$ cat config.mk
export PLATFORM = sky130hd
export DESIGN_NAME = pri_arbiter_hold
export DESIGN_NICKNAME = d
export VERILOG_FILES = /design/src/rtl/pri_arbiter_pkg.sv /design/src/rtl/pri_encoder_lsb.sv /design/src/rtl/pri_arbiter_hold.sv
export SDC_FILE = /design/constraint.sdc
export NUM_CORES = 1
export LEC_CHECK = 0
export ABC_AREA = 1
export CAP_MARGIN = 20
export CORE_MARGIN = 1.5
export CORE_UTILIZATION = 45
export DETAILED_ROUTE_END_ITERATION = 8
export PLACE_DENSITY = 0.7
export SLEW_MARGIN = 10
export SYNTH_ARGS = -nofsm -noshare
export SYNTH_HDL_FRONTEND = slang
export SYNTH_SLANG_ARGS = --single-unit
$ cat constraint.sdc
create_clock -name clk -period 2.8 [get_ports clk]
set_input_delay 0.28 -clock clk [delete_from_list [all_inputs] [get_ports clk]]
set_output_delay 0.28 -clock clk [all_outputs]
set_load 0.02 [all_outputs]
$ cat src/rtl/pri_arbiter_pkg.sv
// Shared defaults, counter width and state encoding for the hold-grant arbiter.
package pri_arbiter_pkg;

   localparam int unsigned DEF_N        = 16;
   localparam int unsigned DEF_IDW      = 4;
   localparam int unsigned DEF_MAX_HOLD = 8;
   localparam int unsigned HOLD_CNT_W   = 8;

   // 2'd3 is unused and recovers to IDLE.
   typedef enum logic [1:0] {
      IDLE    = 2'd0,
      GRANT   = 2'd1,
      RELEASE = 2'd2
   } state_t;

endpackage

$ cat src/rtl/pri_encoder_lsb.sv
// Combinational priority encoder: index of the lowest set bit of 'in'.
module pri_encoder_lsb #(
   parameter int unsigned N   = 16,
   parameter int unsigned IDW = 4
) (
   input  logic [N-1:0]   in,
   output logic [IDW-1:0] idx,
   output logic           any
);

   // Scan from the top down so the lowest set bit is the last to overwrite idx.
   always_comb begin
      idx = '0;
      any = |in;
      for (int i = int'(N) - 1; i >= 0; i--) begin
         if (in[i]) begin
            idx = IDW'(i);
         end
      end
   end

endmodule

$ cat src/rtl/pri_arbiter_hold.sv
// Fixed-priority (bit 0 highest) arbiter with held grants, a hold limit and
// one-round skip of a timed-out holder so it cannot starve lower requesters.
module pri_arbiter_hold
   import pri_arbiter_pkg::*;
#(
   parameter int unsigned N        = DEF_N,
   parameter int unsigned IDW      = DEF_IDW,
   parameter int unsigned MAX_HOLD = DEF_MAX_HOLD
) (
   input  logic           clk,
   input  logic           reset,
   input  logic           enable,
   input  logic [N-1:0]   req,
   output logic [N-1:0]   gnt,
   output logic [IDW-1:0] gnt_id,
   output logic           gnt_valid,
   output logic           hold_timeout
);

   localparam logic [HOLD_CNT_W-1:0] HOLD_LAST = HOLD_CNT_W'(MAX_HOLD - 1);

   state_t                state;
   state_t                state_d;
   logic [HOLD_CNT_W-1:0] hold_cnt;
   logic [HOLD_CNT_W-1:0] hold_cnt_d;
   logic                  mask_vld;
   logic                  mask_vld_d;
   logic [IDW-1:0]        mask_id;
   logic [IDW-1:0]        mask_id_d;
   logic [N-1:0]          gnt_d;
   logic [IDW-1:0]        gnt_id_d;
   logic                  gnt_valid_d;
   logic                  hold_timeout_d;

   logic [N-1:0]          masked_req;
   logic [N-1:0]          eligible;
   logic [IDW-1:0]        win_id;
   logic                  win_any;
   logic                  holder_req;
   logic                  at_limit;

   // Drop the masked requester, unless that leaves nobody asking.
   always_comb begin
      masked_req = req;
      if (mask_vld) begin
         masked_req[mask_id] = 1'b0;
      end
      eligible = (masked_req != '0) ? masked_req : req;
   end

   pri_encoder_lsb #(
      .N   (N),
      .IDW (IDW)
   ) u_enc (
      .in  (eligible),
      .idx (win_id),
      .any (win_any)
   );

   assign holder_req = req[gnt_id];
   assign at_limit   = (hold_cnt == HOLD_LAST);

   // Next-state and next-output logic.
   always_comb begin
      state_d        = state;
      gnt_d          = gnt;
      gnt_id_d       = gnt_id;
      gnt_valid_d    = gnt_valid;
      hold_timeout_d = 1'b0;
      hold_cnt_d     = hold_cnt;
      mask_vld_d     = mask_vld;
      mask_id_d      = mask_id;

      case (state)
         IDLE: begin
            gnt_d       = '0;
            gnt_valid_d = 1'b0;
            mask_vld_d  = 1'b0;
            hold_cnt_d  = '0;
            if (enable && win_any) begin
               state_d     = GRANT;
               gnt_d       = N'(1) << win_id;
               gnt_id_d    = win_id;
               gnt_valid_d = 1'b1;
            end
         end

         GRANT: begin
            if (!enable || !holder_req || at_limit) begin
               state_d     = RELEASE;
               gnt_d       = '0;
               gnt_valid_d = 1'b0;
               hold_cnt_d  = '0;
               // Only a pure timeout (holder still asking, still enabled) masks.
               if (enable && holder_req) begin
                  hold_timeout_d = 1'b1;
                  mask_vld_d     = 1'b1;
                  mask_id_d      = gnt_id;
               end else begin
                  mask_vld_d     = 1'b0;
               end
            end else begin
               hold_cnt_d = hold_cnt + HOLD_CNT_W'(1);
            end
         end

         RELEASE: begin
            gnt_d       = '0;
            gnt_valid_d = 1'b0;
            mask_vld_d  = 1'b0;
            hold_cnt_d  = '0;
            if (enable && win_any) begin
               state_d     = GRANT;
               gnt_d       = N'(1) << win_id;
               gnt_id_d    = win_id;
               gnt_valid_d = 1'b1;
            end else begin
               state_d     = IDLE;
            end
         end

         default: begin
            state_d     = IDLE;
            gnt_d       = '0;
            gnt_valid_d = 1'b0;
            mask_vld_d  = 1'b0;
            hold_cnt_d  = '0;
         end
      endcase
   end

   // State and output registers.
   always_ff @(posedge clk or posedge reset) begin
      if (reset) begin
         state        <= IDLE;
         gnt          <= '0;
         gnt_id       <= '0;
         gnt_valid    <= 1'b0;
         hold_timeout <= 1'b0;
         hold_cnt     <= '0;
         mask_vld     <= 1'b0;
         mask_id      <= '0;
      end else begin
         state        <= state_d;
         gnt          <= gnt_d;
         gnt_id       <= gnt_id_d;
         gnt_valid    <= gnt_valid_d;
         hold_timeout <= hold_timeout_d;
         hold_cnt     <= hold_cnt_d;
         mask_vld     <= mask_vld_d;
         mask_id      <= mask_id_d;
      end
   end

endmodule

Word level (Yosys, flattened, before mapping)
Cells that the tools add are included.

storage, ports and cells
  output and inout bits = 22
  register bits = 37

operators by class
  reduce and logical (&&, ||, !) cells = 14
  add/sub/neg operators = 1
  bitwise logic cells = 2
  muxes and demuxes = 39
  eq/ne operators = 5
  magnitude comparators = 3
  shifts and indexed selects = 1

operators by type and width
  cell                  count
  $mux 16               4
  $mux 4                16
  $pmux 16 s2           1
  $and 16x16->16        1
  $mux 8                2
  $not 16->16           1
  $reduce_bool 16->1    1
  $reduce_or 16->1      1
  $shl 1x4->16 const A  1
  $lt 4x5->1 const B    2
  $mux 1                10
  $add 8x1->8 const B   1
  $eq 8x3->1 const B    1
  $pmux 2 s3            1
  $bmux 1 s4            1
  $demux 1 s4           1
  $ge 4x1->1 const B    1
  $mux 2                2
  $ne 2x2->1 const B    2
  $reduce_and 2->1      2
  $logic_and 1x1->1     3
  $reduce_and 3->1      1
  $eq 2x1->1 const B    1
  $eq 2x2->1 const B    1
  5 further kinds       7

Longest topological paths before layout
Gate-level depths: netlist (run 1).

  word-level depth = 28
  depth in mapped cells = 29
  gate-level depth less buffers = 28

Cells and area by module
A second synthesis (run 1) with hierarchy kept.

second synthesis, totals
  cell total of the unflattened synthesis = 350
  area total of the unflattened synthesis = 2,383.5 um^2

modules (own cells, without submodules)
  module            area each (um^2)  cells each  seq. area each (um^2)  instances
  pri_arbiter_hold  2,174.6           301         925.9                  1
  pri_encoder_lsb   209.0             49          0.0                    1

Worst setup path after synthesis (run 1)
OpenSTA, ideal clock, no wires.

  path kind = register to register
  from = reg mask_id[3]
  to = reg gnt[0]
  path buffers = 1
  library setup time = 0.118 ns
  stages on the path, launching flop included = 28
  arrival = 2.347 ns
  slack = 0.335 ns
  period minus slack after synthesis = 2.465 ns
  cells stage by stage = dfrtp_1 -> nor2_1 -> inv_1 -> o21ai_1 -> nand2_1 -> nor2_1 -> nand2_1 -> nor2_4 -> buf_6 -> nand2_1 -> nand2_1 -> nand2_1 -> nand2_1 -> nand2_1 -> nand2_1 -> nand2_1 -> nand2_1 -> nand2_1 -> nand2_1 -> nand2_1 -> nand2_1 -> nand2_1 -> nand2_1 -> nand2_2 -> nand2_4 -> nand2_4 -> nand4_1 -> nand2_1

between the ends
  word-level cells in the longest chain between the ends = 28

ends and longest elaborated chain
  what                                                            RTL line                                         source
  start: declaration                                              pri_arbiter_hold.sv:28                           logic [IDW-1:0] mask_id;
  start signal: assignment                                        pri_arbiter_hold.sv:151                          mask_id <= mask_id_d;
  $lt 4x5->1 (implied by the code) or $ge 4x1->1 (tied branches)  pri_arbiter_hold.sv:46                           masked_req[mask_id] = 1'b0;
  $logic_and 1x1->1 (implied by the code)                         pri_arbiter_hold.sv:46
  $mux 1 (implied by the code)                                    pri_arbiter_hold.sv:46
  $demux 1 s4 *                                                   pri_arbiter_hold.sv:46
  $not 16->16 (no line) *                                         --
  $and 16x16->16 (no line) *                                      --
  $mux 16 *                                                       pri_arbiter_hold.sv:45                           if (mask_vld) begin
  $reduce_bool 16->1                                              pri_arbiter_hold.sv:48                           eligible = (masked_req != '0) ? masked_req : req;
  $mux 16 *                                                       pri_arbiter_hold.sv:48
  $mux 4 (16 in series)                                           pri_encoder_lsb.sv:16                            if (in[i]) begin
  $shl 1x4->16                                                    pri_arbiter_hold.sv:82, pri_arbiter_hold.sv:114
  $mux 16 *                                                       pri_arbiter_hold.sv:80, pri_arbiter_hold.sv:112
  $pmux 16 s2 *                                                   pri_arbiter_hold.sv:74                           case (state)
  end signal: assignment                                          pri_arbiter_hold.sv:145                          gnt <= gnt_d;
  end: declaration                                                pri_arbiter_hold.sv:14                           output logic [N-1:0] gnt,

Every way passes the cells marked *; elsewhere a longest branch is shown, timed or not.
A chain may end at the register's enable or synchronous reset.

Worst setup path in the final report (run 1)
  from = reg mask_vld
  to = reg gnt[14]

between the ends
  word-level cells in the longest chain between the ends = 22

ends and longest elaborated chain
  what                      RTL line                                         source
  start: declaration        pri_arbiter_hold.sv:26                           logic mask_vld;
  start signal: assignment  pri_arbiter_hold.sv:150                          mask_vld <= mask_vld_d;
  $mux 16 *                 pri_arbiter_hold.sv:45
  $reduce_bool 16->1        pri_arbiter_hold.sv:48
  $mux 16 *                 pri_arbiter_hold.sv:48
  $mux 4 (16 in series)     pri_encoder_lsb.sv:16
  $shl 1x4->16              pri_arbiter_hold.sv:82, pri_arbiter_hold.sv:114
  $mux 16 *                 pri_arbiter_hold.sv:80, pri_arbiter_hold.sv:112
  $pmux 16 s2 *             pri_arbiter_hold.sv:74

Marks and branches as above.

==> impl_metrics.json, run 1 <==
{
  "outcome": "finished, final reports clean",
  "drt-met1-wl_um": 2930,
  "die_area_sq_um": 5700,
  "root_buffer": "clkbuf_8",
  "fin_crit_sh_pct": 98.7,
  "num_rows": 26,
  "diodes": 0,
  "core_area_sq_um": 5070,
  "holdBufCountCts": 0,
  "clockBufferDepth": 2,
  "clkLatencyLatePin_ns": 0.30,
  "syn_to_final_growth_pct": 39.9,
  "p_leak_nw": 1.52,
  "grt.overflow.total": 0,
  "fp.dieW_um": 75.5,
  "syn_area_sq_um": 2370,
  "slew_headroom_pct": 66.1,
  "cts_sinks": 37,
  "path_class": "reg2reg",
  "post-route-min-period_ns": 2.76,
  "cp-end-kind": "flip-flop",
  "place_area_sq_um": 3010,
  "drive_above_1_share_pct": 25.2,
  "routed.top_layer": "met4",
  "ys_seq_area_share_pct": 39.1,
  "grt_pass1_wl_um": 9490,
  "wl_met2_um": 3140,
  "fillCellCount": 446,
  "cts_tree": "yes",
  "maxSlewViolCount": 0,
  "cp.arrival_ns": 3.01,
  "syn_avg_cell_area_sq_um": 7.09,
  "fin_nets": 427,
  "wirelength_um": 6330,
  "start_kind": "flip-flop",
  "crit_slowest_cell": "dfrtp_2",
  "path_common_cell": "nand2_1",
  "cpPeakStageDelay_ns": 0.45,
  "finalSetupViolations": 0,
  "max_freq_mhz": 362,
  "portBuffers": 40,
  "power_density_nw_per_um2": 434,
  "peakVddDrop_mv": 0.313,
  "io_pins": 41,
  "vias": 2346,
  "worst-r2r-cell-count": 22,
  "wl_per_cell_um": 13.2,
  "ys_warn_count": 0,
  "cts_buffers": 5,
  "dr.pass1.iters": 4,
  "fin_skew_ns": 0.00652,
  "drtIter0Drc": 147,
  "required_ns": 3.04,
  "syn_inst": 334,
  "final_area_sq_um": 3310,
  "antenna_found_initial": 0,
  "initial_core_util_pct": 46.6,
  "cap_viol_max_count": 0,
  "grt_usage_pct": 22.8,
  "drcViolationCount": 0,
  "rsz0062_at_grt": "yes",
  "die_height_um": 75.5,
  "netlist-cell-type-count": 30,
  "tightest_slew_ns": 0.505,
  "hpwlAfterDp_um": 4680,
  "place.gp.congestion": 0.925,
  "syn-num-nets": 354,
  "vias_per_cell": 4.91,
  "finalHoldViolCount": 0,
  "grt_pass1_vias": 2090,
  "fin_ws_ns": 0.0361,
  "dr_wl_met3_um": 194,
  "hold_path.class": "in2async",
  "grt_max_degree": 38,
  "htreeDepth": 2,
  "ant_nets": 0,
  "power.total_mw": 1.44,
  "critical_path.max_fanout": 7,
  "worstPathCellList": "nand3_2 > o21ai_1 > nand2_1 > nor2_2 > nand2_2 > nor2_4 > buf_4 > nand2_1 > nand2_1 > inv_1 > nand2_1 > nor2_1 > inv_2 > nor2_1 > inv_2 > o21ai_2 > nor2_4 > buf_4 > nand2_2 > inv_1 > nand4_1 > nand2_1",
  "path_clk_slew_ns": 0.08,
  "dpl_worst_slack_ns": -0.0601,
  "synth_seq_cells": 37
}
[layer usage]
layer	GRT usage (%)	vias to the layer above
met2	36.0	38
met4	8.53	0
met3	3.57	5
li1	-	1212
met1	31.7	1091
met5	0	-
[critical path: cells and delay by family, from the launching register on]
kind,cells,cell delay [ns]
AOI/OAI and AO/OA,2,0.29
buffers and inverters,6,0.61
and+or+nand+nor,14,1.36
DFF,1,0.45
[state kept, by name, summed over array words and instances (netlist names)]
register / count
gnt: 16
hold_cnt: 8
gnt_id: 4
mask_id: 4
state: 2
gnt_valid: 1
hold_timeout: 1
mask_vld: 1
[path summary, 6_finish.rpt]
path / from / to / slack, ns
hold / removal: reset / hold_cnt[6] / 0.38
setup reg to reg: mask_vld / gnt[14] / 0.04
min in group clk: gnt[0] / gnt[0] / 0.48
max in group asynchronous: reset / mask_id[3] / 2.07
setup / recovery: mask_vld / gnt[14] / 0.04
hold reg to reg: gnt[0] / gnt[0] / 0.48
[cells in the final DEF (no fill, tap or decap), drive strengths merged]
master / count
a21oi: 7
a31oi: 1
buf: 29
bufinv: 2
clkbuf: 5
clkdlybuf4s50: 40
clkinv: 1
clkinvlp: 1
dfrtp: 37
ha: 1
inv: 55
nand2: 103
nand3: 10
nand4: 12
nor2: 46
nor3: 5
nor4: 1
o211ai: 3
o21ai: 37
o21bai: 9
o221ai: 1
xor2: 2
[where the power goes]
group          internal (mW)  switching, mW
clock                  0.267          0.209
combinational          0.145          0.207
sequential             0.564         0.0465
[stage by stage]
stage,std cells,util (%),TNS (ns),hold slack [ns]
global placement,465,59.3,0,0.460
global route,478,65.3,-3.42,0.452
finish,478,65.3,0,0.377
floorplan,334,-,0,0.430
detailed placement,465,59.3,-0.229,0.470
CTS,473,61.6,0,0.393
[area by class of cell]
| cell class | count | area, sq um | area share, % |
|---|---|---|---|
| clock inverter | 3 | 46.3 | 1.40 |
| clock buffer | 5 | 68.8 | 2.08 |
| multi-input combinational | 238 | 1330 | 40.0 |
| timing repair buffer | 69 | 629 | 19.0 |
| inverter | 56 | 224 | 6.76 |
| tap | 70 | 87.6 | 2.64 |
| sequential | 37 | 931 | 28.1 |
[cells in the mapped netlist]
cell	instances	share of area, %
nor2_4	3	1.4
buf_6	1	0.48
clkbuf_1	2	0.32
o21bai_1	9	2.9
nand4_1	8	2.1
nor2_2	5	1.3
nand2_1	96	15
nand3_2	1	0.42
clkbuf_8	1	0.58
nand4_2	4	2.1
nor3_1	5	1.1
o21ai_0	19	4.0
o21ai_1	13	2.7
inv_1	45	7.1
a21oi_2	1	0.37
xor2_1	2	0.74
nand2_4	3	1.4
o211ai_1	3	0.95
bufinv_8	1	0.74
nand3_1	9	1.9
a21oi_1	6	1.3
nand2_2	3	0.79
o21ai_2	5	1.8
o221ai_1	1	0.37
dfrtp_1	37	39
nor2_1	38	6.0
ha_1	1	0.53
nor4_1	1	0.26
inv_2	10	1.6
a31oi_1	1	0.26
[logic make-up after synthesis]
kind of cell	after synthesis	synth area share (%)
AND/OR/NAND/NOR	176	34.1
buffers and inverters	60	10.8
AO/OA/AOI/OAI	58	14.7
flip-flops	37	39.1
XOR/XNOR	2	0.740
adder cells (fa/ha/maj)	1	0.528
[what timing repair did]
action	CTS	global route
resized for setup	1	42
endpoints found under the hold margin	0	0
cloned	0	1
setup buffers	0	4
pin swaps	0	11
endpoints found under the setup margin	6	22
Note: power is estimated with default switching activity, not from simulation.
==> run 2: changes to the inputs <==
--- a/config.mk
+++ b/config.mk
@@ -6,11 +6,13 @@
 export NUM_CORES = 1
 export LEC_CHECK = 0
 export ABC_AREA = 1
+export ABC_CLOCK_PERIOD_IN_PS = 2800
 export CAP_MARGIN = 20
 export CORE_MARGIN = 1.5
 export CORE_UTILIZATION = 45
 export DETAILED_ROUTE_END_ITERATION = 8
 export PLACE_DENSITY = 0.7
+export RECOVER_POWER = 25
 export SLEW_MARGIN = 10
 export SYNTH_ARGS = -nofsm -noshare
 export SYNTH_HDL_FRONTEND = slang
==> impl_metrics.json, run 2 (synthesis gave the netlist of run 1 again) <==
{
  "vias": 2346,
  "fin_ws_ns": 0.0361,
  "cts_sinks": 37,
  "place_area_sq_um": 3010,
  "diodes": 0,
  "critical_path.max_fanout": 7,
  "required_ns": 3.04,
  "instances_no_fill": 478,
  "cap_viol_max_count": 1,
  "cp-end-kind": "flip-flop",
  "internal-power_mw": 0.975,
  "largest_register": "gnt",
  "power_density_nw_per_um2": 434,
  "start_kind": "flip-flop",
  "die_height_um": 75.5,
  "worst-r2r-cell-count": 22,
  "grt_max_degree": 38,
  "die_area_sq_um": 5700,
  "post-route-min-period_ns": 2.76,
  "grt-busiest-layer": "met2",
  "hold_ws_ns": 0.484,
  "whs_endpoint": "gnt[0]",
  "holdPathStages": 2,
  "grtUsageMet2_pct": 36.0,
  "fillCellCount": 446,
  "path_common_cell": "nand2_1",
  "core_area_sq_um": 5070,
  "outcome": "finished, violations left",
  "fin_skew_ns": 0.00651,
  "place.gp.congestion": 0.925,
  "top_regs": "gnt (16), hold_cnt (8)",
  "critical-path-top-delay-family": "simple AND/OR/NAND/NOR gates",
  "htreeDepth": 2,
  "tns_ns": 0,
  "critPathBufInv": 6,
  "path_clk_slew_ns": 0.08,
  "num_rows": 26,
  "grt_pass1_wl_um": 9490,
  "drive_above_1_share_pct": 25.0,
  "initial_core_util_pct": 46.6,
  "clkLatencyLatePin_ns": 0.30,
  "crit_slowest_cell": "dfrtp_2",
  "vias_per_cell": 4.91,
  "clockBufferDepth": 2,
  "cts_buffers": 5,
  "antenna_found_initial": 0,
  "portBuffers": 40,
  "layout_common_cells": "nand2_1, inv_1, clkdlybuf4s50_1",
  "p_leak_nw": 1.52,
  "worstPathCellList": "nand3_2 > o21ai_1 > nand2_1 > nor2_2 > nand2_2 > nor2_4 > buf_4 > nand2_1 > nand2_1 > inv_1 > nand2_1 > nor2_1 > inv_2 > nor2_1 > inv_2 > o21ai_2 > nor2_4 > buf_4 > nand2_2 > inv_1 > nand4_1 > nand2_1",
  "max_freq_mhz": 362,
  "gr-usage-met3_pct": 3.57,
  "maxSlewViolCount": 38,
  "fin_crit_sh_pct": 98.7,
  "root_buffer": "clkbuf_8",
  "cpPeakStageDelay_ns": 0.45,
  "grt_usage_pct": 22.8,
  "grt.overflow.total": 0,
  "io_pins": 41,
  "path_class": "reg2reg",
  "pwr-share-seq_pct": 42.5,
  "combPwrFrac_pct": 24.4,
  "final_common_cell": "nand2_1",
  "cp.arrival_ns": 3.01,
  "ant_nets": 0,
  "rsz0062_at_grt": "yes",
  "cts_tree": "yes",
  "syn_to_final_growth_pct": 39.7,
  "r2r_end": "gnt[14]",
  "fp.dieW_um": 75.5,
  "grt_pass1_vias": 2090,
  "final_area_sq_um": 3310,
  "finalHoldViolCount": 0,
  "switching_share_pct": 32.1,
  "fin_nets": 427,
  "wirelength_um": 6330,
  "power.total_mw": 1.44,
  "peakVddDrop_mv": 0.313,
  "holdBufCountCts": 0,
  "tightest_slew_ns": 1.94,
  "hold_path.class": "reg2reg",
  "clkPwrFrac_pct": 33.1,
  "largest_reg_flops": 16,
  "final_util_pct": 65.2,
  "reg2reg_slack_ns": 0.04,
  "use_met1_pct": 31.7,
  "finalSetupViolations": 0,
  "p_switching_mw": 0.462,
  "dr.pass1.iters": 4,
  "violations": "max-capacitance violations, max-slew violations",
  "dpl_worst_slack_ns": -0.0601,
  "drcViolationCount": 0,
  "placed_cells": 465,
  "slew_headroom_pct": -29.3,
  "wl_per_cell_um": 13.2,
  "rr_startpoint": "mask_vld",
  "drtIter0Drc": 152,
  "min_from": "gnt[0]",
  "hpwlAfterDp_um": 4680
}
## run 2: metal layers
metal	vias up	routed length [um]
li1	1212	-
met3	5	194
met1	1091	2930
met4	0	67
met2	38	3140
met5	-	0
## run 2: area by class of cell
| cell class | instances | area [sq um] | area share (%) |
|---|---|---|---|
| inverters | 56 | 224 | 6.77 |
| repair buffers | 69 | 626 | 18.9 |
| multi-input cells | 238 | 1330 | 40.1 |
| clock buffers | 5 | 68.8 | 2.08 |
| flip-flops and latches | 37 | 931 | 28.1 |
| well taps | 70 | 87.6 | 2.65 |
| clock inverters | 3 | 46.3 | 1.40 |
## run 2: worst max-delay path by stage
stage / startpoint / end / slack, ns / cells past startpoint
CTS: mask_id[0] / gnt[4] / 0.005 / 26
detailed placement: req[8] / gnt[10] / -0.06 / 18
finish: mask_vld / gnt[14] / 0.04 / 22
floorplan: mask_id[3] / gnt[0] / 0.33 / 27
global placement: mask_vld / gnt[2] / 0.04 / 26
global route: mask_vld / gnt[1] / -0.24 / 27
## run 2: worst register-to-register path, cell delays in order, from the launching register on
cell	delay, ns
dfrtp_2	0.45
nand3_2	0.19
o21ai_1	0.22
nand2_1	0.09
nor2_2	0.15
nand2_2	0.08
nor2_4	0.15
buf_4	0.19
nand2_1	0.06
nand2_1	0.06
inv_1	0.05
nand2_1	0.07
nor2_1	0.06
inv_2	0.05
nor2_1	0.04
inv_2	0.06
o21ai_2	0.07
nor2_4	0.15
buf_4	0.13
nand2_2	0.07
inv_1	0.13
nand4_1	0.12
nand2_1	0.07
## run 2: what timing repair did
action                                  CTS  global route
endpoints found under the setup margin    6            22
cloned                                    0             1
gates resized for setup                   1            42
buffers inserted                          0             4
pin swaps                                 0            11
## run 2: power by group through the flow
stage | Clock [mW] | Sequential, mW | Combinational, mW
finish | 0.475 | 0.611 | 0.350
floorplan | 0 | 0.621 | 0.179
CTS | 0.484 | 0.608 | 0.331
global route | 0.505 | 0.615 | 0.387
global placement | 0 | 0.618 | 0.326
detailed placement | 0 | 0.618 | 0.330
==> run 3: changes to the inputs <==
--- a/config.mk
+++ b/config.mk
@@ -6,7 +6,7 @@
 export NUM_CORES = 1
 export LEC_CHECK = 0
 export ABC_AREA = 1
-export ABC_CLOCK_PERIOD_IN_PS = 2800
+export ABC_CLOCK_PERIOD_IN_PS = 3000
 export CAP_MARGIN = 20
 export CORE_MARGIN = 1.5
 export CORE_UTILIZATION = 45
==> constraint.sdc (replaced) <==
create_clock -name clk -period 3 [get_ports clk]
set_input_delay 0.3 -clock clk [delete_from_list [all_inputs] [get_ports clk]]
set_output_delay 0.3 -clock clk [all_outputs]
set_load 0.02 [all_outputs]
==> impl_metrics.json, run 3 (synthesis gave the netlist of run 1 again) <==
{
  "num_rows": 26,
  "holdBufCountCts": 0,
  "cp.arrival_ns": 2.92,
  "final_common_cell": "nand2_1",
  "instances_no_fill": 452,
  "clkLatencyLatePin_ns": 0.28,
  "maxSlewViolCount": 38,
  "top_regs": "gnt (16), hold_cnt (8)",
  "largest_register": "gnt",
  "fillCellCount": 500,
  "required_ns": 3.20,
  "diodes": 0,
  "cts-resized-gates": 0,
  "critPathBufInv": 7,
  "hold_ws_ns": 0.476,
  "die_area_sq_um": 5700,
  "grt_pass1_vias": 1996,
  "violations": "max-capacitance violations, max-slew violations",
  "outcome": "finished, violations left",
  "hold_path.class": "reg2reg",
  "wl_per_cell_um": 12.4,
  "cts_tree": "yes",
  "initial_core_util_pct": 46.6,
  "area.sequential_sq_um": 928,
  "vias": 2221,
  "fp.dieW_um": 75.5,
  "root_buffer": "clkbuf_8",
  "grt_pass1_wl_um": 9180,
  "tns_ns": 0,
  "cap_viol_max_count": 1,
  "slew_headroom_pct": -28.9,
  "die_height_um": 75.5,
  "critical-path-top-delay-family": "simple AND/OR/NAND/NOR gates",
  "peakVddDrop_mv": 0.257,
  "worstPathCellList": "nand3_1 > o21ai_1 > nand2_1 > nor2_2 > nand2_2 > nor2_4 > buf_12 > inv_2 > o21ai_1 > inv_1 > nand2_1 > nor2_1 > inv_2 > nor2_1 > inv_2 > o21ai_1 > nor2_4 > inv_2 > nor2_4 > inv_2 > o21bai_1",
  "cp-end-kind": "flip-flop",
  "ant_nets": 0,
  "grt_usage_pct": 21.3,
  "critical_path.max_fanout": 12,
  "path_class": "reg2reg",
  "power_density_nw_per_um2": 423,
  "final_util_pct": 59.0,
  "wirelength_um": 5620,
  "rsz0062_at_grt": "no",
  "hpwlAfterDp_um": 4400,
  "path_common_cell": "inv_2",
  "dr.pass1.iters": 4,
  "place.gp.congestion": 0.939,
  "io_pins": 41,
  "fin_nets": 402,
  "clockBufferDepth": 2,
  "p_leak_nw": 1.38,
  "fin_crit_sh_pct": 90.6,
  "grt_max_degree": 38,
  "syn_to_final_growth_pct": 26.4,
  "antenna_found_initial": 0,
  "placed_cells": 445,
  "drcViolationCount": 0,
  "cts_setup_buffers": 0,
  "crit_slowest_cell": "dfrtp_1",
  "finalHoldViolCount": 0,
  "path_clk_slew_ns": 0.08,
  "multi_input_area_sq_um": 1200,
  "drive_above_1_share_pct": 13.9,
  "cts_buffers": 5,
  "cts_sinks": 37,
  "tightest_slew_ns": 1.93,
  "vias_per_cell": 4.91,
  "core_area_sq_um": 5070,
  "fin_skew_ns": 0.00816,
  "drtIter0Drc": 160,
  "grt.overflow.total": 0,
  "htreeDepth": 2,
  "portBuffers": 40,
  "start_kind": "flip-flop",
  "max_freq_mhz": 368,
  "layout_common_cells": "nand2_1, inv_1, clkdlybuf4s50_1",
  "cpPeakStageDelay_ns": 0.43,
  "largest_reg_flops": 16,
  "post-route-min-period_ns": 2.72,
  "finalSetupViolations": 0
}
## run 3: metal layers
metal / GRT usage (%) / up-vias / routed length (um)
li1: - / 1155 / -
met5: 0 / - / 0
met1: 29.6 / 1003 / 2630
met3: 3.17 / 9 / 262
met4: 7.74 / 0 / 94
met2: 33.7 / 54 / 2640
## run 3: stage by stage
step | power [mW] | setup WS, ns | instance area, sq um
finish | 1.27 | 0.282 | 2990
global route | 1.33 | 0.0142 | 2990
floorplan | 0.747 | 0.535 | 2370
CTS | 1.27 | 0.165 | 2980
detailed placement | 0.861 | 0.185 | 2870
global placement | 0.861 | 0.210 | 2870
## run 3: power by group
part | internal [mW] | switching [mW]
Combinational | 0.113 | 0.175
Clock | 0.242 | 0.170
Sequential | 0.527 | 0.0397
## run 3: area by class of cell
cell class / instances / area share [%]
clock buffers: 5 / 2.30
repair buffers: 45 / 14.9
clock inverters: 2 / 1.17
flip-flops and latches: 37 / 31.0
multi-input cells: 237 / 40.2
well taps: 70 / 2.93
inverters: 56 / 7.48
## run 3: worst reg2reg max path, cell delays in order (launching register included)
cell and delay [ns]:
dfrtp_1 0.43, nand3_1 0.21, o21ai_1 0.22, nand2_1 0.09, nor2_2 0.12, nand2_2 0.07
nor2_4 0.16, buf_12 0.15, inv_2 0.04, o21ai_1 0.12, inv_1 0.06, nand2_1 0.09
nor2_1 0.06, inv_2 0.05, nor2_1 0.04, inv_2 0.05, o21ai_1 0.08, nor2_4 0.15
inv_2 0.07, nor2_4 0.13, inv_2 0.08, o21bai_1 0.15
## run 3: path summary, 6_finish.rpt
| path | cells after the start | to | slack [ns] | start |
|---|---|---|---|---|
| worst max-delay path | 21 | gnt[3] | 0.28 | mask_id[1] |
| worst min-delay path | 1 | hold_cnt[0] | 0.48 | hold_cnt[0] |
| worst max register to register | 21 | gnt[3] | 0.28 | mask_id[1] |
| worst min register to register | 1 | hold_cnt[0] | 0.48 | hold_cnt[0] |
| max in group asynchronous | 3 | mask_id[0] | 0.60 | reset |
| min in group asynchronous | 3 | hold_cnt[4] | 1.15 | reset |
